===== config.mk =====
export PLATFORM = sky130hd
export DESIGN_NAME = key_expansion_ctrl
export DESIGN_NICKNAME = d
export VERILOG_FILES = /design/src/rtl/key_expansion_ctrl.sv
export SDC_FILE = /design/constraint.sdc
export NUM_CORES = 2
export LEC_CHECK = 0
export BUFFER_PORTS_ARGS = -buffer_cell sky130_fd_sc_hd__buf_4
export CAP_MARGIN = 20
export CORE_MARGIN = 2
export CORE_UTILIZATION = 35
export DETAILED_ROUTE_END_ITERATION = 6
export PLACE_DENSITY_LB_ADDON = 0.1
export SLEW_MARGIN = 20
export SYNTH_ARGS = -nofsm -noshare
export SYNTH_HDL_FRONTEND = slang
export SYNTH_SLANG_ARGS = --single-unit

===== constraint.sdc =====
create_clock -name Clk -period 19.9 [get_ports Clk]
set_input_delay 0.995 -clock Clk [delete_from_list [all_inputs] [get_ports Clk]]
set_output_delay 0.995 -clock Clk [all_outputs]
set_load 0.005 [all_outputs]

===== src/rtl/key_expansion_ctrl.sv =====
// key_expansion_ctrl: AES-128 key expansion sequencer.
// Loads a 128-bit cipher key and produces round keys 1..NUM_ROUNDS, one per
// cycle. All NUM_ROUNDS+1 keys go into an internal key store. A registered
// read port serves the round keys to the cipher datapath. SubWord is done by an
// external combinational S-box through Sbox_in/Sbox_out.
// Optional feature macro: KEY_EXP_EARLY_READ_EN. When it is defined, the key
// store may be read during expansion for entries that are already written.
module key_expansion_ctrl #(
  parameter int NUM_ROUNDS = 10,
  parameter int ADDR_WIDTH = 4
) (
  input  logic                  Clk,
  input  logic                  Rst,
  input  logic                  Start,
  input  logic [127:0]          Key_in,
  output logic                  Busy,
  output logic                  Done,
  output logic                  Key_ready,
  output logic [31:0]           Sbox_in,
  input  logic [31:0]           Sbox_out,
  input  logic                  Rk_rd,
  input  logic [ADDR_WIDTH-1:0] Rk_addr,
  output logic [127:0]          Rk_data,
  output logic                  Rk_valid
);

  localparam logic [ADDR_WIDTH-1:0] LAST_ROUND = ADDR_WIDTH'(NUM_ROUNDS);

  typedef enum logic [1:0] {
    ST_IDLE,
    ST_LOAD,
    ST_EXPAND,
    ST_DONE
  } state_t;

  state_t                state_reg, state_next;
  logic [ADDR_WIDTH-1:0] round_reg, round_next;
  logic [7:0]            rcon_reg, rcon_next;
  logic                  ready_reg, ready_next;
  logic [31:0]           w_reg [0:3];
  logic [31:0]           w_next [0:3];

  logic [31:0]           key_word [0:3];
  logic [31:0]           exp_word [0:3];
  logic [127:0]          work_key;
  logic [127:0]          exp_key;
  logic [31:0]           temp_word;
  logic [7:0]            rcon_xtime;

  logic                  wr_en;
  logic [ADDR_WIDTH-1:0] wr_addr;
  logic [127:0]          wr_data;

  logic [127:0]          store_mem [0:NUM_ROUNDS];

  logic                  rd_permit;
  logic                  rd_hit;
  logic                  rk_valid_reg;
  logic [127:0]          rk_data_reg;

  // Word 0 is the most significant word of a 128-bit key, both on input and in the store.
  for (genvar gi = 0; gi < 4; gi++) begin : g_words
    assign key_word[gi]                = Key_in[127-32*gi -: 32];
    assign work_key[127-32*gi -: 32]   = w_reg[gi];
    assign exp_key[127-32*gi -: 32]    = exp_word[gi];
  end

  // RotWord of the working w3 always feeds the shared S-box.
  assign Sbox_in    = {w_reg[3][23:0], w_reg[3][31:24]};
  assign temp_word  = Sbox_out ^ {rcon_reg, 24'h0};
  assign rcon_xtime = {rcon_reg[6:0], 1'b0} ^ (rcon_reg[7] ? 8'h1B : 8'h00);

  // Build the next round's words from the running XOR chain.
  always_comb begin
    exp_word[0] = w_reg[0] ^ temp_word;
    for (int i = 1; i < 4; i++) begin
      exp_word[i] = w_reg[i] ^ exp_word[i-1];
    end
  end

  // Next-state logic and store write port.
  always_comb begin
    state_next = state_reg;
    round_next = round_reg;
    rcon_next  = rcon_reg;
    ready_next = ready_reg;
    w_next     = w_reg;
    wr_en      = 1'b0;
    wr_addr    = '0;
    wr_data    = work_key;
    case (state_reg)
      ST_IDLE: begin
        if (Start) begin
          w_next     = key_word;
          ready_next = 1'b0;
          state_next = ST_LOAD;
        end
      end
      ST_LOAD: begin
        wr_en      = 1'b1;
        wr_addr    = '0;
        wr_data    = work_key;
        round_next = ADDR_WIDTH'(1);
        rcon_next  = 8'h01;
        state_next = ST_EXPAND;
      end
      ST_EXPAND: begin
        wr_en     = 1'b1;
        wr_addr   = round_reg;
        wr_data   = exp_key;
        w_next    = exp_word;
        rcon_next = rcon_xtime;
        if (round_reg == LAST_ROUND) begin
          state_next = ST_DONE;
        end else begin
          round_next = round_reg + ADDR_WIDTH'(1);
        end
      end
      ST_DONE: begin
        ready_next = 1'b1;
        state_next = ST_IDLE;
      end
      default: state_next = ST_IDLE;
    endcase
  end

  // Control and working-key registers.
  always_ff @(posedge Clk or posedge Rst) begin
    if (Rst) begin
      state_reg <= ST_IDLE;
      round_reg <= '0;
      rcon_reg  <= 8'h01;
      ready_reg <= 1'b0;
      w_reg     <= '{default: '0};
    end else begin
      state_reg <= state_next;
      round_reg <= round_next;
      rcon_reg  <= rcon_next;
      ready_reg <= ready_next;
      w_reg     <= w_next;
    end
  end

  // The key store is not reset, so it can map onto block RAM.
  always_ff @(posedge Clk) begin
    if (wr_en) begin
      store_mem[wr_addr] <= wr_data;
    end
  end

`ifdef KEY_EXP_EARLY_READ_EN
  // Entries below the round now being written are already final.
  assign rd_permit = ready_reg || (state_reg == ST_DONE) ||
                     ((state_reg == ST_EXPAND) && (Rk_addr < round_reg));
`else
  assign rd_permit = ready_reg;
`endif

  assign rd_hit = Rk_rd && (Rk_addr <= LAST_ROUND) && rd_permit;

  // Registered read port. A miss clears the data, and an idle cycle holds it.
  always_ff @(posedge Clk or posedge Rst) begin
    if (Rst) begin
      rk_valid_reg <= 1'b0;
      rk_data_reg  <= '0;
    end else begin
      rk_valid_reg <= rd_hit;
      if (rd_hit) begin
        rk_data_reg <= store_mem[Rk_addr];
      end else if (Rk_rd) begin
        rk_data_reg <= '0;
      end
    end
  end

  assign Busy      = (state_reg != ST_IDLE);
  assign Done      = (state_reg == ST_DONE);
  assign Key_ready = ready_reg;
  assign Rk_valid  = rk_valid_reg;
  assign Rk_data   = rk_data_reg;

endmodule


* Word level (Yosys, flattened, before mapping)
Memories as Yosys holds them, arrays and structs flattened.
Index checks and enable logic that the tools add are counted.
W data, S select, Z words.
** Operators by class
- Shift operators :: 0
- Bitwise gates (word level) :: 6
- Div/mod/pow operators :: 0
- Multipliers :: 0
- Add/subtract/negate cells :: 1
- Reduce and logical (&&, ||, !) cells :: 13
- Multiplexer cells :: 18
- Magnitude comparators :: 1
- Eq/ne operators :: 7
** Operator list (count)
- $mux W128 :: 4
- $pmux W128 S2 :: 1
- $xor A32 B32 Y32 :: 5
- $pmux W8 S2 :: 1
- $reduce_bool A2 Y1 :: 5
- $mux W4 :: 2
- $pmux W2 S4 :: 1
- $pmux W4 S2 :: 1
- $reduce_and A2 Y1 :: 4
- $xor A8 B5 Y8 :: 1
- $ne A2 B2 Y1 const B :: 3
- $mux W5 :: 1
- $add A4 B1 Y4 const B :: 1
- $eq A2 B2 Y1 const B :: 2
- $eq A4 B4 Y1 const B :: 1
- $le A4 B4 Y1 const B :: 1
- $mux W1 :: 4
- $mux W2 :: 2
- $eq A2 B1 Y1 const B :: 1
- $logic_and A1 B1 Y1 :: 2
- $logic_not A2 Y1 :: 1
- $pmux W1 S2 :: 1
- $reduce_or A2 Y1 :: 1
** Storage, ports and cells
- Memories kept :: 1
- Latch bits :: 0
- Word-level logic and storage cells :: 57
- Memory bits (writable) :: 1408
- ROM bits :: 0
- Input port bits :: 168
- Output and inout port bits :: 164
- Register bits :: 272
** Memory list
- store_mem :: words 11, width 128, read ports 1, clocked after memory_dff 0, wr ports 1, line 54 : logic [127:0] store_mem [0:NUM_ROUNDS];

* Depth between registers and ports, before layout
- Word-level depth :: 6
- Depth in mapped cells :: 10
- Depth with buffers taken out :: 6

* Worst setup path after synthesis
No wires, ideal clock.
- Path kind :: flip-flop to flip-flop
- From :: reg state_reg[0]
- To :: mem store_mem[2][0] (enable)
- Data required time :: 18.970 ns
- Clock period less this slack :: 14.353 ns
- Arrival time :: 13.423 ns
- Path buffers :: 3
- Stages on the path, launching flop included :: 8
- Setup slack :: 5.547 ns
- Path through :: dfrtp_1 inv_1 ha_1 buf_2 buf_2 buf_2 nand2_1 nor4_1
** Between the ends
- Word-level cells in the longest chain between the ends :: 5
- Elaborated cells on any way between the ends :: 7
- Those cells by class :: eq/ne: 2; mux: 4; reduce/logical: 1
** Ends and longest elaborated chain
- start, declared :: line 36 : state_t state_reg, state_next;
- start signal, assigned :: line 136 : state_reg <= state_next;
- $eq A2 B2 Y1 or $eq A2 B1 Y1 (tied branches) :: line 91 : case (state_reg)
- $reduce_or A2 Y1 (no line)
- $mux W1 :: line 91
- $mux W1 :: line 146 : if (wr_en) begin
- $mux W1 (not written as such) :: line 147 : store_mem[wr_addr] <= wr_data;
- end, declared :: line 54
Parallel ways exist; a longest one is shown, timed or not.

* Worst setup path in the final report
- From :: in Rk_addr[1]
- To :: reg rk_data_reg[73] (netlist: Rk_data[73])
** Between the ends
- Word-level cells in the longest chain between the ends :: 4
- Elaborated cells on any way between the ends :: 6
- Those cells by class :: order compare: 1; mux: 1; reduce/logical: 3; memory: 1
** Ends and longest elaborated chain
- start, declared :: line 22 : input logic [ADDR_WIDTH-1:0] Rk_addr,
- $le A4 B4 Y1 :: line 159 : assign rd_hit = Rk_rd && (Rk_addr <= LAST_ROUND) && rd_permit;
- $logic_and A1 B1 Y1 (2 in a row) :: line 159
- $mux W128 or $reduce_bool A2 Y1 (tied branches)
- end signal, assigned :: line 169 : rk_data_reg <= store_mem[Rk_addr];
- end, declared :: line 59 : logic [127:0] rk_data_reg;
Parallel ways exist; a longest one is shown, timed or not.
A chain may end at the register's enable or synchronous reset.

==> run metrics <==
GRT met2 Usage 37.3%; global-route track usage on met3 2.51%; Initial Util 35.3%; unique cell type count in the Yosys netlist 44; internal power 0.00844 W; net switching power of the design 0.00470 W; Max-Slew Margin vs Limit 22.2%; fraction of the cycle the final worst path needs 26.0%; Post-Route WL 217,000 µm; share of async-settable or async-resettable flops after synthesis 16.2%; number of DRC markers after the initial detailed-route iteration 3,172; final period demand of the worst path 5.17 ns; met1 demand-to-capacity share in global routing 27.5%; htree depth 4; weighted congestion reported at the end of routability-driven placement 0.811; logic gate share of total power 30.1%; CP bufs+invs 5; Clk network pwr share 25.9%; area of the die 201,000 µm²; library cell occupying the most area in the post-synthesis netlist sky130_fd_sc_hd__edfxtp_1; critical path type in -> reg; critical path capture point Rk_data[73]; Startpoint Class input pin; Levels on crit path 9; number of gates resized after cts 0; pins over their slew limit 0; endpoint kind of the worst setup timing path flop; share of synthesized area occupied by flip-flops and latches 71.2%; TritonCTS clock tree done; most repeated cell in the gate-level netlist after synthesis sky130_fd_sc_hd__edfxtp_1; Total GRT Usage 21.4%; synthesized netlist net count 4,687; total leakage power 29.2 nW; number of post-CTS setup repair buffers 0; pin count of the biggest net entering global routing 140; cell types with the highest counts after synthesis sky130_fd_sc_hd__edfxtp_1, sky130_fd_sc_hd__mux2i_1, sky130_fd_sc_hd__a22oi_1, sky130_fd_sc_hd__dfrtp_1, sky130_fd_sc_hd__a21oi_1; fraction of final layout cells with drive strength greater than 1 15.2%; R2R Path Start state_reg[0]; Synth Area per Inst 15.3 µm²; Synth Warn # 0; ranking of synthesized cells by area sky130_fd_sc_hd__edfxtp_1, sky130_fd_sc_hd__dfrtp_1, sky130_fd_sc_hd__mux2i_1; CP delay by family, top buffers and inverters; clk root buf sky130_fd_sc_hd__clkbuf_16; cell count after synthesis 4,513; net switching fraction of the power 35.8%; CTS max path bufs 3; overall die height 448 µm; Setup WS post-layout 14.73 ns; via count 39.5k; die span in x 448 µm; Least-Margin Pin Slew 1.16 ns; maximum resistive drop on vdd 90.6 µV; number of detailed-route iterations in the first pass 7; synthesis-stage register bit count 1,680; area fraction of the dominant cell type after synthesis 61.3%; crit path cell chain buf_8, buf_4, buf_4, buf_4, buf_4, mux2i_1, a22oi_1, nand3_1, o221ai_1; DP Worst Slack 13.95 ns; adder-cell share of the synthesized area 0.109%; number of nets with antenna violations after routing 0; setup_tns 0 ns; fraction of the mapped netlist area in compound gates 8.68%; worst setup path startpoint Rk_addr[1]; wire length of the first global-routing pass 304,000 µm; Highest Clock Rate 0.193 GHz; commonest register cell after synthesis sky130_fd_sc_hd__edfxtp_1; result of the run finished, final reports clean; synthesis-to-finish area growth 16.5%; Critical Path Fanout Max 89; maxcap violations 0; Netlist Area Pre-Place 69,000 µm²; library cell contributing the largest single delay on the critical path sky130_fd_sc_hd__buf_4; Worst Clk Skew 0.0330 ns; synthesized-area fraction occupied by xor and xnor cells 3.77%; post-DR vias/cell 5.21; number of synthesized flops with an enable pin 1,408; post-cts hold buffer count 0; IO buf count 331; hold slack 0.199 ns; antenna violations before repair 6; number of placement rows 162; number of hold-slack violations in the final timing report 0; worst reg2reg path depth 6; worst-case register-to-register setup slack 15.30 ns; Reg clk slew, reported paths 0.06 ns; TritonCTS sink count 1,680; grt ovf 0; most heavily used metal layer in global routing met2; worst path arrival time 5.82 ns; half-perimeter wire length of the detailed placement result 122,000 µm; max FFs per register 1,408; CP most frequent cell sky130_fd_sc_hd__buf_4; final setup fails 0; final net count 4,967; Reg2Reg Capture Point store_mem[6][72]; unrepaired setup endpoints after global routing no; number of buffers added by the clock tree synthesis step 188; combinational family with the most area after synthesis multiplexers; top-level I/O count 332; largest incremental delay on the critical path 0.88 ns; power per unit of standard cell area 164 nW/µm²; fraction of synthesized area in multiplexers 9.55%; sequential share of power 44.1%; clock insertion delay at the later pin of the skew report 0.84 ns; number of global-route vias before repair 39.5k; required time of the worst setup path 20.55 ns; per-cell routed wire length 28.7 µm; core area 195,000 µm²; DRC violations left 0; post-synthesis share of cell area spent on and, or, nand and nor gates 3.47%; path type of the worst min-delay path in -> async
## logic make-up (layout without fill, tap and decap cells)
logic type / Yosys count / in the layout
compound gates: 900 / 900
xor+xnor: 235 / 235
fa+ha+maj: 6 / 6
buf+inv: 483 / 925
flops: 1680 / 1680
mux: 657 / 657
other cells: 0 / 5
simple gates: 552 / 552
## layout by cell type (no fill, tap or decap), types with 3 or more instances in the layout
cell / n
sky130_fd_sc_hd__xor3_1: 5
sky130_fd_sc_hd__diode_2: 5
sky130_fd_sc_hd__clkinv_2: 25
sky130_fd_sc_hd__inv_6: 4
sky130_fd_sc_hd__clkbuf_1: 61
sky130_fd_sc_hd__inv_16: 3
sky130_fd_sc_hd__o22a_1: 5
sky130_fd_sc_hd__a31oi_1: 7
sky130_fd_sc_hd__xor3_2: 3
sky130_fd_sc_hd__xnor2_2: 28
sky130_fd_sc_hd__o22ai_1: 97
sky130_fd_sc_hd__nand2b_1: 3
sky130_fd_sc_hd__nor2b_1: 3
sky130_fd_sc_hd__edfxtp_1: 1408
sky130_fd_sc_hd__a21oi_1: 255
sky130_fd_sc_hd__dfrtp_1: 271
sky130_fd_sc_hd__a22oi_1: 285
sky130_fd_sc_hd__nand2_1: 118
sky130_fd_sc_hd__bufinv_16: 9
sky130_fd_sc_hd__inv_1: 143
sky130_fd_sc_hd__clkbuf_16: 191
sky130_fd_sc_hd__nor4_2: 3
sky130_fd_sc_hd__nor2_1: 187
sky130_fd_sc_hd__o2bb2a_1: 24
sky130_fd_sc_hd__nand3_1: 191
sky130_fd_sc_hd__nor2_4: 7
sky130_fd_sc_hd__o21a_1: 4
sky130_fd_sc_hd__xor2_2: 8
sky130_fd_sc_hd__clkbuf_8: 23
sky130_fd_sc_hd__clkinv_1: 31
sky130_fd_sc_hd__xnor2_1: 59
sky130_fd_sc_hd__buf_4: 415
sky130_fd_sc_hd__o21ai_0: 91
sky130_fd_sc_hd__xnor3_1: 26
sky130_fd_sc_hd__ha_1: 5
sky130_fd_sc_hd__buf_12: 10
sky130_fd_sc_hd__xor2_1: 104
sky130_fd_sc_hd__mux2i_1: 654
sky130_fd_sc_hd__o221ai_1: 128
sky130_fd_sc_hd__nor3_1: 29
## metal layers
layer / part of all wire [%] / wire length, µm
met4: 3.3 / 7130
met2: 51 / 111000
met3: 3.2 / 6970
met1: 42 / 91700
met5: 0 / 0
## through the flow
stage / area [µm²] / total power [W] / std cells / util (%)
floorplan: 69000 / 0.00797 / 4513 / -
global placement: 74100 / 0.00976 / 7225 / 37.9
detailed placement: 74100 / 0.00983 / 7227 / 37.9
CTS: 80200 / 0.0133 / 7579 / 41.0
global route: 80400 / 0.0137 / 7584 / 41.1
finish: 80400 / 0.0131 / 7584 / 41.1
## how the worst min path moves through the flow
stage | depth (start not counted) | end | slack, ns | start
CTS | 2 | Rk_data[99] | 0.15 | Rst
detailed placement | 2 | rcon_reg[0] | 0.52 | rcon_reg[0]
finish | 2 | Rk_data[99] | 0.20 | Rst
floorplan | 2 | rcon_reg[5] | 0.49 | rcon_reg[4]
global route | 2 | Rk_data[99] | 0.19 | Rst
global placement | 2 | rcon_reg[0] | 0.52 | rcon_reg[0]
## cell type report
class                      instances  area (µm²)
fill                           17900      115000
sequential                      1680       49100
multi-input combinational       2350       18000
clock buffer                     275        5330
timing repair buffer             428        3360
tap                             2624        3280
clock inverter                    77         707
inverter                         145         552
antenna                            5        12.5
## power groups by stage
stage	clock network [W]	logic [W]	registers (W)
2_1_floorplan	0	0.00222	0.00575
3_3_place_gp	0	0.00391	0.00585
3_5_place_dp	0	0.00397	0.00586
4_1_cts	0.00348	0.00398	0.00579
5_1_grt	0.00361	0.00425	0.00586
6_report	0.00340	0.00395	0.00579
(Power assumes the default switching activity.)
